==> src/rtl/ch1_sweep_seq.sv <==
// Channel-1 frequency sweep sequencer: NR10 register fields, sweep period timer
// and the strobe sequence that drives the sweep adder/shadow datapath.
module ch1_sweep_seq (
    input  logic       apu_clk,
    input  logic       apu_reset,
    input  logic [7:0] d,
    input  logic       apu_wr,
    input  logic       ff10,
    input  logic       ff14,
    input  logic       sweep_tick,
    input  logic       ch1_sum_ok,
    output logic       nff10_d3,
    output logic       ch1_ld_shift,
    output logic       ch1_shift_clk,
    output logic       ch1_freq_upd1,
    output logic       ch1_freq_upd2,
    output logic       ch1_sweep_stop,
    output logic       sweep_busy
);

    typedef enum logic [2:0] {IDLE, LOAD, SHIFT, CHECK, UPDATE} state_t;
    typedef enum logic [1:0] {P_TRIG, P_EVENT, P_RECHECK} pass_t;

    state_t     state_q, state_d;
    pass_t      pass_q, pass_d;
    logic [2:0] period_q, period_d;
    logic       nneg_q, nneg_d;
    logic [2:0] shift_q, shift_d;
    logic [2:0] sh_lat_q, sh_lat_d;
    logic [2:0] cnt_q, cnt_d;
    logic [3:0] timer_q, timer_d;
    logic       enable_q, enable_d;
    logic       neg_used_q, neg_used_d;
    logic       stop_q, stop_d;
    logic       ld_q, shclk_q, upd_q, busy_q;

    logic       nr10_wr_s;
    logic       trig_s;
    logic       event_s;
    logic [3:0] reload_s;

    // Next-state logic; trigger is applied last so it overrides any sequence in flight.
    always_comb begin
        state_d    = state_q;
        pass_d     = pass_q;
        period_d   = period_q;
        nneg_d     = nneg_q;
        shift_d    = shift_q;
        sh_lat_d   = sh_lat_q;
        cnt_d      = cnt_q;
        timer_d    = timer_q;
        enable_d   = enable_q;
        neg_used_d = neg_used_q;
        stop_d     = stop_q;
        event_s    = 1'b0;

        nr10_wr_s = apu_wr & ff10;
        trig_s    = apu_wr & ff14 & d[7];
        reload_s  = (period_q == 3'd0) ? 4'd8 : {1'b0, period_q};

        if (sweep_tick) begin
            if (timer_q <= 4'd1) begin
                timer_d = reload_s;
                event_s = enable_q && (period_q != 3'd0);
            end else begin
                timer_d = timer_q - 4'd1;
            end
        end else begin
            timer_d = timer_q;
        end

        case (state_q)
            IDLE: begin
                if (event_s) begin
                    pass_d  = P_EVENT;
                    state_d = LOAD;
                end else begin
                    state_d = IDLE;
                end
            end
            LOAD: begin
                cnt_d    = shift_q;
                sh_lat_d = shift_q;
                if (shift_q != 3'd0) begin
                    state_d = SHIFT;
                end else if (pass_q == P_TRIG) begin
                    state_d = IDLE;
                end else begin
                    state_d = CHECK;
                end
            end
            SHIFT: begin
                cnt_d = cnt_q - 3'd1;
                if (cnt_q <= 3'd1) begin
                    state_d = CHECK;
                end else begin
                    state_d = SHIFT;
                end
            end
            CHECK: begin
                if (!nneg_q) begin
                    neg_used_d = 1'b1;
                end else begin
                    neg_used_d = neg_used_q;
                end
                if (!ch1_sum_ok) begin
                    stop_d   = 1'b1;
                    enable_d = 1'b0;
                    state_d  = IDLE;
                end else if ((pass_q == P_EVENT) && (sh_lat_q != 3'd0)) begin
                    state_d = UPDATE;
                end else begin
                    state_d = IDLE;
                end
            end
            UPDATE: begin
                pass_d  = P_RECHECK;
                state_d = LOAD;
            end
            default: begin
                state_d = IDLE;
            end
        endcase

        // Clearing negate after it has been used in a calculation kills the channel.
        if (nr10_wr_s) begin
            period_d = d[6:4];
            nneg_d   = ~d[3];
            shift_d  = d[2:0];
            if (neg_used_q && !d[3]) begin
                stop_d = 1'b1;
            end else begin
                stop_d = stop_d;
            end
        end else begin
            period_d = period_d;
        end

        if (trig_s) begin
            timer_d    = reload_s;
            enable_d   = (period_q != 3'd0) || (shift_q != 3'd0);
            neg_used_d = 1'b0;
            stop_d     = 1'b0;
            pass_d     = P_TRIG;
            state_d    = LOAD;
        end else begin
            state_d = state_d;
        end
    end

    // State and strobe registers; strobes are decoded from the next state so they are flop outputs.
    always_ff @(posedge apu_clk or posedge apu_reset) begin
        if (apu_reset) begin
            state_q    <= IDLE;
            pass_q     <= P_TRIG;
            period_q   <= 3'd0;
            nneg_q     <= 1'b1;
            shift_q    <= 3'd0;
            sh_lat_q   <= 3'd0;
            cnt_q      <= 3'd0;
            timer_q    <= 4'd0;
            enable_q   <= 1'b0;
            neg_used_q <= 1'b0;
            stop_q     <= 1'b0;
            ld_q       <= 1'b0;
            shclk_q    <= 1'b0;
            upd_q      <= 1'b0;
            busy_q     <= 1'b0;
        end else begin
            state_q    <= state_d;
            pass_q     <= pass_d;
            period_q   <= period_d;
            nneg_q     <= nneg_d;
            shift_q    <= shift_d;
            sh_lat_q   <= sh_lat_d;
            cnt_q      <= cnt_d;
            timer_q    <= timer_d;
            enable_q   <= enable_d;
            neg_used_q <= neg_used_d;
            stop_q     <= stop_d;
            ld_q       <= (state_d == LOAD);
            shclk_q    <= (state_d == SHIFT);
            upd_q      <= (state_d == UPDATE);
            busy_q     <= (state_d != IDLE);
        end
    end

    assign nff10_d3       = nneg_q;
    assign ch1_ld_shift   = ld_q;
    assign ch1_shift_clk  = shclk_q;
    assign ch1_freq_upd1  = upd_q;
    assign ch1_freq_upd2  = upd_q;
    assign ch1_sweep_stop = stop_q;
    assign sweep_busy     = busy_q;

endmodule

==> config.mk <==
export PLATFORM = sky130hd
export DESIGN_NAME = ch1_sweep_seq
export DESIGN_NICKNAME = d
export VERILOG_FILES = /design/src/rtl/ch1_sweep_seq.sv
export SDC_FILE = /design/constraint.sdc
export NUM_CORES = 1
export LEC_CHECK = 0
export ABC_CLOCK_PERIOD_IN_PS = 1700
export CAP_MARGIN = 20
export CORE_ASPECT_RATIO = 2
export CORE_UTILIZATION = 47
export DETAILED_ROUTE_END_ITERATION = 8
export PLACE_DENSITY = 0.72
export SYNTH_ARGS = -nofsm -noshare
export SYNTH_HDL_FRONTEND = slang
export SYNTH_SLANG_ARGS = --single-unit
==> constraint.sdc <==
create_clock -name apu_clk -period 1.7 [get_ports apu_clk]
set_input_delay 0.34 -clock apu_clk [delete_from_list [all_inputs] [get_ports apu_clk]]
set_output_delay 0.34 -clock apu_clk [all_outputs]
set_load 0.05 [all_outputs]
==> summary.txt <==
Pwr
  – Sw Pwr: approximately 0.0012 W
  – Sequential share of power: 0.376
  – Combinational cell fraction of total power: 0.446
  – PD cells: ~1500 nW/um^2
  – Clock power frac: 0.177
  – Sw Ratio: 0.379
  – P_leak: slightly below 0.9 nW
  – Maximum VDD drop: 1.10 mV
  – P_int: between 0.0015 and 0.002 W

Run status
  – Outcome: complete, but fails checks
  – Failing checks: setup timing

Global route
  – Grt ovf: 0
  – Largest net degree at the start of global routing: 30
  – Vias in the first global route: about 1300
  – Initial antenna violation count: 0
  – All-layer global routing usage: 0.245
  – First-pass GRT wire length: approximately 5.4 mm

Timing
  – Final setup margin: -0.0281 ns
  – Hold Violations, Final: 0
  – Fmax: about 580 MHz
  – Tmin final: around 1.7 ns
  – RSZ-0062 raised after global routing: true
  – Slew headroom: 0.724
  – Slew Limit Fails: 0
  – Worst-Margin Slew: 0.410 ns
  – Worst Hold Margin: 0.437 ns
  – Skew final: about 0.012 ns
  – Period utilization: 1.02
  – # setup viols final: 1

Logic synthesis
  – Syn Inst Count: approximately 140
  – Yosys warnings: 0
  – Cell Area, Synth: roughly 1400 um^2
  – Flops & latches, synth: 29
  – Area contributors post-synth: dfrtp_1 49%, mux2_2 6.3%, o21ai_0 3.8%
  – Syn Area/Cell: a little over 10 um^2
  – Synth cell types: 42
  – Net Count, Synth: approximately 160
  – Async S/R FF share, synth: 1.00
  – Number of synthesized flops with an enable pin: 0
  – Area share of the largest cell type after synthesis: 0.487
  – Seq/Total Area, Yosys: 0.506
  – Main synth FF type: dfrtp_1
  – Leading area contributor after synthesis: dfrtp_1

Clock network
  – Clock Latency Late Sink: 0.28 ns
  – Num CTS Buffers: 5
  – Htree depth: 2
  – Clock transition at the registers of the reported paths: approximately 0.07 ns
  – Clk root buf: clkbuf_8
  – CTS tree: built
  – CTS Buffer Depth: 2
  – Hold buffer count at cts: 0
  – Clock Sinks: 29

Floorplanning
  – Die boundary width: roughly 41 um
  – IO Pins: 22
  – Cell Rows: 28
  – Starting Density: 0.489
  – Die area: ~3300 um^2
  – Die Y: about 80 um
  – Core footprint: just under 3000 um^2

Critical path
  – CP bufs+invs: 0
  – Arrival @ worst endpoint: 1.88 ns
  – Worst R2R Path Depth: 4
  – Largest delay share family, worst path: simple AND/OR/NAND/NOR gates
  – WS Path Type: flip-flop to flip-flop
  – Critical path launch point type: flip-flop
  – CP max FO: 3
  – CP required: between 1.5 and 2 ns
  – Critical path depth in cells: 4
  – CP Capture Type: flip-flop
  – Cell chain of the critical path: or3_4 -> nor4_4 -> nor4_2 -> or4b_4
  – Slowest-stage cell, CP: or4b_4
  – Critical Path Max Stage Delay: 0.54 ns

Place
  – GPL Wtd Cong: between 0.8 and 0.9
  – Placed Area: about 1800 um^2
  – Post-DP HPWL: roughly 2.6 mm
  – Port Buffers: 21

Route
  – DRC violation count after routing: 0
  – Post-Route WL: roughly 3.5 mm
  – WL/cell: 15.9 um
  – Vias: approximately 1300
  – Avg Vias per Cell: just under 6
  – DRT iter0 DRCs: 26
  – Drt first pass iters: 4
  – DRT antenna net count: 0

Layout
  – Area taken by multi-input logic gates: 722 um^2
  – ANT cells: 0
  – Synth-to-Final Area Change: 38.6%
  – Fillcell total: between 200 and 250
  – Nets: 210
  – Share of layout cells above drive strength 1: 0.328
  – Fin area: between 1500 and 2000 um^2
  – Sequential cell area: about 730 um^2

Worst hold path
  – Worst hold path type: input port to asynchronous set/reset pin

Job
  – Max cap viols: 0
[layer usage]
layer / GRT usage / part of all wire / vias to the layer above
met1: 0.232 / 0.34 / 615
met3: 0.0580 / 0.044 / 10
li1: - / - / 615
met2: 0.430 / 0.58 / 39
met4: 0.139 / 0.029 / 0
met5: 0 / 0 / -
[worst register-to-register path, cell delays in order, from the launching register on]
cell and delay [ns]:
dfrtp_1 0.37, or3_4 0.42, nor4_4 0.18, nor4_2 0.10, or4b_4 0.54
[timing repair]
item / in CTS / in global routing
setup endpoints to repair: 2 / 4
gates resized for setup: 4 / 11
pin swaps: 0 / 3
setup buffers: 1 / 1
[power by group through the flow]
stage | Sequential, W | Combinational, W | Clock, W
finish | 0.00115 | 0.00136 | 0.000539
global route | 0.00118 | 0.00151 | 0.000575
CTS | 0.00113 | 0.00127 | 0.000552
detailed placement | 0.00113 | 0.00122 | 0
global placement | 0.00112 | 0.00118 | 0
floorplan | 0.00122 | 0.000657 | 0
[flip-flops by register name (all words and copies together), names as in the netlist, 2 cells and up]
signal and flops:
cnt_q 3, shift_q 3, period_q 3, pass_q 2
timer_q 4, state_q 3, sh_lat_q 3
[cells in the mapped netlist (3+ instances only)]
library cell,n
nor3_1,4
dfrtp_1,28
o31ai_1,4
nand3_1,3
o21ai_0,11
a21oi_1,8
nor2_1,13
buf_2,3
ha_1,4
nor4_1,5
nand2_1,10
or3_1,3
mux2_2,8
inv_1,6
[logic make-up (layout without fill, tap and decap cells)]
logic type                 Yosys count  after routing  synth area share
AOI/OAI and AO/OA                   35             35             0.152
xor gates and xnor gates             1              1           0.00609
adders and majority gates            4              4            0.0348
buffers and inverters               11             61            0.0339
DFF                                 29             29             0.506
muxes                                8              8            0.0627
and+or+nand+nor                     54             54             0.205
[path summary, 6_finish.rpt]
path | from | endpoint | slack (ns)
worst min-delay path | apu_reset | period_q[2]$_DFFE_PP0P_ | 0.44
worst max register to register | shift_q[2]$_DFFE_PP0P_ | sweep_busy$_DFF_PP0_ | -0.03
worst min register to register | neg_used_q$_DFFE_PP0P_ | neg_used_q$_DFFE_PP0P_ | 0.50
max in group asynchronous | apu_reset | nff10_d3$_DFFE_PP1P_ | 0.96
worst max-delay path | shift_q[2]$_DFFE_PP0P_ | sweep_busy$_DFF_PP0_ | -0.03
min in group apu_clk | neg_used_q$_DFFE_PP0P_ | neg_used_q$_DFFE_PP0P_ | 0.50
[layout by cell type, fill, tap and decap left out, types with 3 or more instances in the layout]
master,n
nand3_1,3
dfrtp_1,28
ha_1,3
mux2_2,8
clkdlybuf4s50_1,14
inv_1,6
buf_4,32
o21ai_0,11
o31ai_1,4
nor4_1,3
nor3_1,4
nor2_1,12
clkbuf_8,5
a21oi_1,7
nand2_1,10
[final cells by class]
class / instances / area share
flip-flops and latches: 29 / 0.365
repair buffers: 47 / 0.201
clock inverters: 2 / 0.00503
multi-input cells: 102 / 0.362
clock buffers: 6 / 0.0364
well taps: 30 / 0.0188
inverters: 6 / 0.0113
[stage by stage]
stage	utilization	total power, W	worst slack, ns	TNS (ns)	std cells
after floorplan	-	0.00187	0.0577	0	142
after global placement	0.623	0.00230	-0.141	-0.326	212
after detailed placement	0.623	0.00235	-0.203	-0.316	212
after CTS	0.661	0.00295	-0.0124	-0.0124	221
after global routing	0.677	0.00326	-0.112	-0.141	222
final	0.677	0.00304	-0.0281	-0.0281	222
No activity file was read; power rests on OpenSTA's default activity.
==> edit 1, RTL diff (config.mk and constraints unchanged) <==
Register the output `ch1_freq_upd1` once more, cleared by the reset; this adds one clock of latency there. The other outputs are not delayed to match.
--- a/src/rtl/ch1_sweep_seq.sv
+++ b/src/rtl/ch1_sweep_seq.sv
@@ -188,7 +188,13 @@
     assign nff10_d3       = nneg_q;
     assign ch1_ld_shift   = ld_q;
     assign ch1_shift_clk  = shclk_q;
-    assign ch1_freq_upd1  = upd_q;
+    always_ff @(posedge apu_clk or posedge apu_reset) begin
+        if (apu_reset) begin
+            ch1_freq_upd1 <= '0;
+        end else begin
+            ch1_freq_upd1 <= upd_q;
+        end
+    end
     assign ch1_freq_upd2  = upd_q;
     assign ch1_sweep_stop = stop_q;
     assign sweep_busy     = busy_q;
Formal check against the unedited RTL: not equivalent (a bounded check fails within 10 cycles, from zero or initial values and one cycle with apu_reset high).
==> edit 1 against the original RTL <==
  * Critical path depth increased by 2
  * Final area fell by 7.0%
  * Largest power group unchanged
  * Non-clock buffer count down 17
  * Clock skew decreased by 5.7 ps
  * Critical path type unchanged
  * Sequential cell count rose by 1
  * Critical endpoint is now timer_q[3]
  * Largest cell class unchanged
  * Via count fell by 6.3%
  * Synthesized cell count is 6.3% higher
  * Wire length decreased by 7.6%
  * Worst setup slack improved by 100 ps
  * Area after synthesis rose by 3.0%
  * Total power down 4.2%
==> edit 1: results (changes against the original RTL) <==
----------------------------------------------------
[Finish]
  Non-Filler Cell Area, Final ... 1850 µm² (-7.0%)
  Largest register by flop count ... timer_q
  Post-layout net count ... 201 (-4.3%)
  Proportion of layout cells with a drive suffix above 1 ... 21.5% (-11 points)

[Global routing]
  Total Routing Usage GR ... 22.9% (-1.5 points)
  Vias in the first global route ... 1305 (+2.4%)
  Initial antenna violation count ... 0 (unchanged)
  Maximum number of pins on one net before global-route repair ... 31 (+3.3%)
  First-pass GRT wire length ... 5.84 mm (+8.9%)

[Logic synthesis]
  Count of unique library cells instantiated by Yosys ... 36 (-14%)
  Nets in the synthesized netlist ... 170 (+5.6%)
  Portion of the post-synthesis area used by sequential elements ... 50.8% (+0.24 points)
  Leading cell types by total area after synthesis ... sky130_fd_sc_hd__dfrtp_1 49%, sky130_fd_sc_hd__mux2_2 5.3%, sky130_fd_sc_hd__o21ai_0 3.7%
  Post-synth top cells ... 29 x sky130_fd_sc_hd__dfrtp_1, 14 x sky130_fd_sc_hd__nor2_1, 13 x sky130_fd_sc_hd__nand2_1, 11 x sky130_fd_sc_hd__o21ai_0, 10 x sky130_fd_sc_hd__inv_1

[Setup path]
  Crit Path Max Fanout ... 4 (+1)
  Critical path arrival ... 1790 ps (-90 ps)

[CTS]
  TritonCTS buffer count ... 5 (unchanged)
  CTS Root Buffer Type ... sky130_fd_sc_hd__clkbuf_8
  Clk Latency, worst-skew pair ... 280 ps (about the same)
  Number of buffers between clock root and the deepest sink ... 2 (unchanged)

[Placed design]
  Placed cell area ... 1750 µm² (-4.4%)
  Global placement routability congestion ... 0.928 (+13%)
  HPWL after detailed placement ... 2.42 mm (-6.9%)

[Timing]
  Worst slew pin tran ... 432 ps (+21.7 ps)
  Worst Clk Skew ... 5.87 ps (-5.71 ps)

[Detailed routing]
  Mean routed wirelength per cell ... 15.4 µm (-2.8%)
  Initial drt markers ... 45 (+73%)
  DR vias ... 1198 (-6.3%)

[Power]
  Internal power consumption ... 1770 µW (-6.2%)
  Peak supply drop ... 0.000785 V (-29%)
  P_leak ... 0.000849 µW (-4.5%)

[Run status]
  Outcome ... completed

[Min path]
  Class of the worst hold path ... register to register

----------------------------------------------------
edit 1: cell families after synthesis:
family          share of synthesized area (%)
compound gates                           16.1
fa+ha+maj                                3.38
buf+inv                                  4.57
flops                                    50.8
mux                                      5.33
simple gates                             19.8
edit 1: worst max-delay path, stage by stage (launching register included):
cell and delay, ps:
sky130_fd_sc_hd__dfrtp_2 390, sky130_fd_sc_hd__inv_1 70, sky130_fd_sc_hd__ha_1 210, sky130_fd_sc_hd__or2_2 330, sky130_fd_sc_hd__and2_1 210, sky130_fd_sc_hd__o21ai_0 190, sky130_fd_sc_hd__a31oi_1 110
edit 1: power groups by stage:
stage                     sequential [µW]  clock (µW)  combinational (µW)
after floorplan                      1230           0                 715
after global placement               1160           0                1080
after detailed placement             1180           0                1140
after CTS                            1170         576                1140
after global routing                 1210         597                1330
final                                1170         560                1180
edit 1: path summary, 6_finish.rpt:
kind,start,end,slack (ps),cells after the start
max in group asynchronous,apu_reset,nff10_d3,940,3
worst min register to register,ch1_freq_upd2,ch1_freq_upd1,370,0
worst min-delay path,ch1_freq_upd2,ch1_freq_upd1,370,0
min in group asynchronous,apu_reset,timer_q[3],430,3
worst max-delay path,timer_q[0],timer_q[3],70,6
worst max register to register,timer_q[0],timer_q[3],70,6
edit 1: metrics by stage:
step                total power, µW  instances  setup slack, ps
floorplan                      1950        151              179
global placement               2240        204             38.8
detailed placement             2320        204            -27.7
CTS                            2890        210             17.9
global route                   3140        211           0.0822
finish                         2910        211             74.1
edit 1: final cells by class:
class / count / area, µm²
multi-input combinational: 105 / 669
timing repair buffer: 30 / 273
clock buffer: 6 / 82.6
fill: 261 / 1120
tap: 30 / 37.5
sequential: 30 / 753
inverter: 10 / 37.5
edit 1: layer usage:
metal,GRT usage [%],up-vias,part of all wire (%)
met2,40.5,42,56
met3,5.33,7,4.5
met4,11.9,0,2.3
met5,0,-,0
met1,25.1,560,37
li1,-,589,-
edit 1: repair_timing:
| action | 4_1_cts | 5_1_grt |
|---|---|---|
| setup endpoints to repair | 0 | 6 |
| endpoints found under the hold margin | 0 | 0 |
| hold buffers | 0 | 0 |
| resized for setup | 0 | 2 |
| buffers inserted | 0 | 1 |
==> edit 2, RTL diff (same flow settings) <==
Made on the original files. Re-encode `pass_t` (3 values) as one-hot, 3 bits wide.
--- a/src/rtl/ch1_sweep_seq.sv
+++ b/src/rtl/ch1_sweep_seq.sv
@@ -19,7 +19,7 @@
 );
 
     typedef enum logic [2:0] {IDLE, LOAD, SHIFT, CHECK, UPDATE} state_t;
-    typedef enum logic [1:0] {P_TRIG, P_EVENT, P_RECHECK} pass_t;
+    typedef enum logic [2:0] {P_TRIG = 3'b001, P_EVENT = 3'b010, P_RECHECK = 3'b100} pass_t;
 
     state_t     state_q, state_d;
     pass_t      pass_q, pass_d;
Check against the original RTL: no difference found for any inputs over 10 cycles, from zero or initial values and one cycle with apu_reset high; not proved beyond that.
==> edit 2 against the original RTL <==
  * Worst setup slack better by 130 ps
  * Wire length decreased by 8.2%
  * Hold slack worse by 12 ps
  * Total power is 6.1% higher
  * Sequential cell count is 1 higher
  * Maximum frequency is 7.9% higher
  * Cell count down 7.2%
  * Area after synthesis increased by 5.6%
  * Final area is 1.0% lower
  * Critical path type unchanged
  * Largest power group is now sequential cells
==> edit 2: results (changes against the original RTL) <==
----------------------------------------------------
[Run status]
  Outcome ... completed

[Finish]
  Post-layout net count ... 194 (-7.6%)
  Proportion of layout cells with a drive suffix above 1 ... 28.4% (-4.4 points)
  Filler instances ... 243 (-0.41%)

[Logic synthesis]
  Complex-gate fraction of the synthesized area ... 15.2% (-0.062 points)
  Count of unique library cells instantiated by Yosys ... 47 (+12%)
  Proportion of synthesized area in mux cells ... 6.68% (+0.41 points)
  Portion of the post-synthesis area used by sequential elements ... 49.6% (-0.94 points)
  Nets in the synthesized netlist ... 160 (-0.62%)
  Share of synthesized cell area in full adder, half adder and majority cells ... 3.30% (-0.18 points)
  Post-synthesis xor/xnor area fraction ... 0% (-0.61 points)
  Post-synth top cells ... 28 x sky130_fd_sc_hd__dfrtp_1, 15 x sky130_fd_sc_hd__nor2_1, 9 x sky130_fd_sc_hd__mux2_2, 9 x sky130_fd_sc_hd__nand2_1
  Leading cell types by total area after synthesis ... sky130_fd_sc_hd__dfrtp_1 46%, sky130_fd_sc_hd__mux2_2 6.7%, sky130_fd_sc_hd__nor2_1 3.7%

[Setup path]
  Crit Path Max Fanout ... 4 (+1)
  Register-to-register setup slack ... 100 ps (+130 ps)
  Critical path arrival ... 1760 ps (-120 ps)

[Power]
  P_leak ... 0.000909 µW (+2.2%)
  Peak supply drop ... 0.00123 V (+12%)

[Detailed routing]
  Initial drt markers ... 17 (-35%)
  Mean routed wirelength per cell ... 15.7 µm (-1.1%)
  Average vias per placed instance ... 5.66 (-1.8%)

[Global routing]
  Vias in the first global route ... 1230 (-3.5%)
  Initial antenna violation count ... 0 (unchanged)
  Maximum number of pins on one net before global-route repair ... 31 (+3.3%)
  First-pass GRT wire length ... 5.56 mm (+3.7%)

[Timing]
  Worst slew pin tran ... 410 ps (-0.733 ps)
  Worst Clk Skew ... 5.30 ps (-6.29 ps)

[CTS]
  Deepest level of the CTS H-tree ... 2 (unchanged)
  Setup fix buffers added after clock tree synthesis ... 0 (-1)
  Number of instances resized during post-cts repair ... 0 (-4)

[Placed design]
  Global placement routability congestion ... 0.813 (-1.0%)
  HPWL after detailed placement ... 2.46 mm (-5.5%)
  Setup slack after placement ... -57.5 ps (+145 ps)

----------------------------------------------------
[edit 2: area by class of cell]
class / instances / share of cell area, %
inverters: 8 / 1.52
repair buffers: 31 / 14.2
clock buffers: 6 / 4.19
flip-flops and latches: 30 / 38.2
well taps: 30 / 1.90
clock inverters: 2 / 3.05
multi-input cells: 99 / 36.9
[edit 2: critical path, stage by stage (launching register included)]
cell	delay (ps)
sky130_fd_sc_hd__dfrtp_1	420
sky130_fd_sc_hd__o31ai_2	390
sky130_fd_sc_hd__nor4bb_4	90
sky130_fd_sc_hd__o21ai_2	190
sky130_fd_sc_hd__or3b_1	370
[edit 2: cell families (layout without fill, tap and decap cells)]
group / Yosys count / count (layout)
AOI/OAI and AO/OA: 30 / 30
adders and majority gates: 4 / 4
DFF: 30 / 30
buffers and inverters: 12 / 47
and+or+nand+nor: 56 / 56
muxes: 9 / 9
[edit 2: final timing paths]
check | start | to | cells after the start
setup / recovery | period_q[2] | state_q[0] | 4
hold / removal | apu_reset | period_q[1] | 3
setup reg to reg | period_q[2] | state_q[0] | 4
hold reg to reg | sh_lat_q[2] | sh_lat_q[2] | 1
max in group asynchronous | apu_reset | pass_q[0] | 3
min in group apu_clk | sh_lat_q[2] | sh_lat_q[2] | 1
[edit 2: per-layer routing]
metal / vias up / global-route usage (%) / routed length, µm
li1: 571 / - / -
met4: 0 / 8.44 / 66
met3: 5 / 5.43 / 94
met1: 569 / 20.3 / 1130
met5: - / 0 / 0
met2: 21 / 42.3 / 1950
[edit 2: power breakdown]
part           switching (µW)  leakage [µW]  internal, µW
logic                     619      0.000476           523
registers                 222      0.000362           969
clock network             269     0.0000714           625
[edit 2: metrics by stage]
stage | cell area [µm²] | TNS, ps | std cells | hold WS (ps)
finish | 1970 | 0 | 206 | 425
global route | 1970 | 0 | 206 | 500
CTS | 1950 | 0 | 206 | 441
detailed placement | 1810 | -112 | 198 | 499
global placement | 1810 | -29.6 | 198 | 478
floorplan | 1520 | 0 | 141 | 417
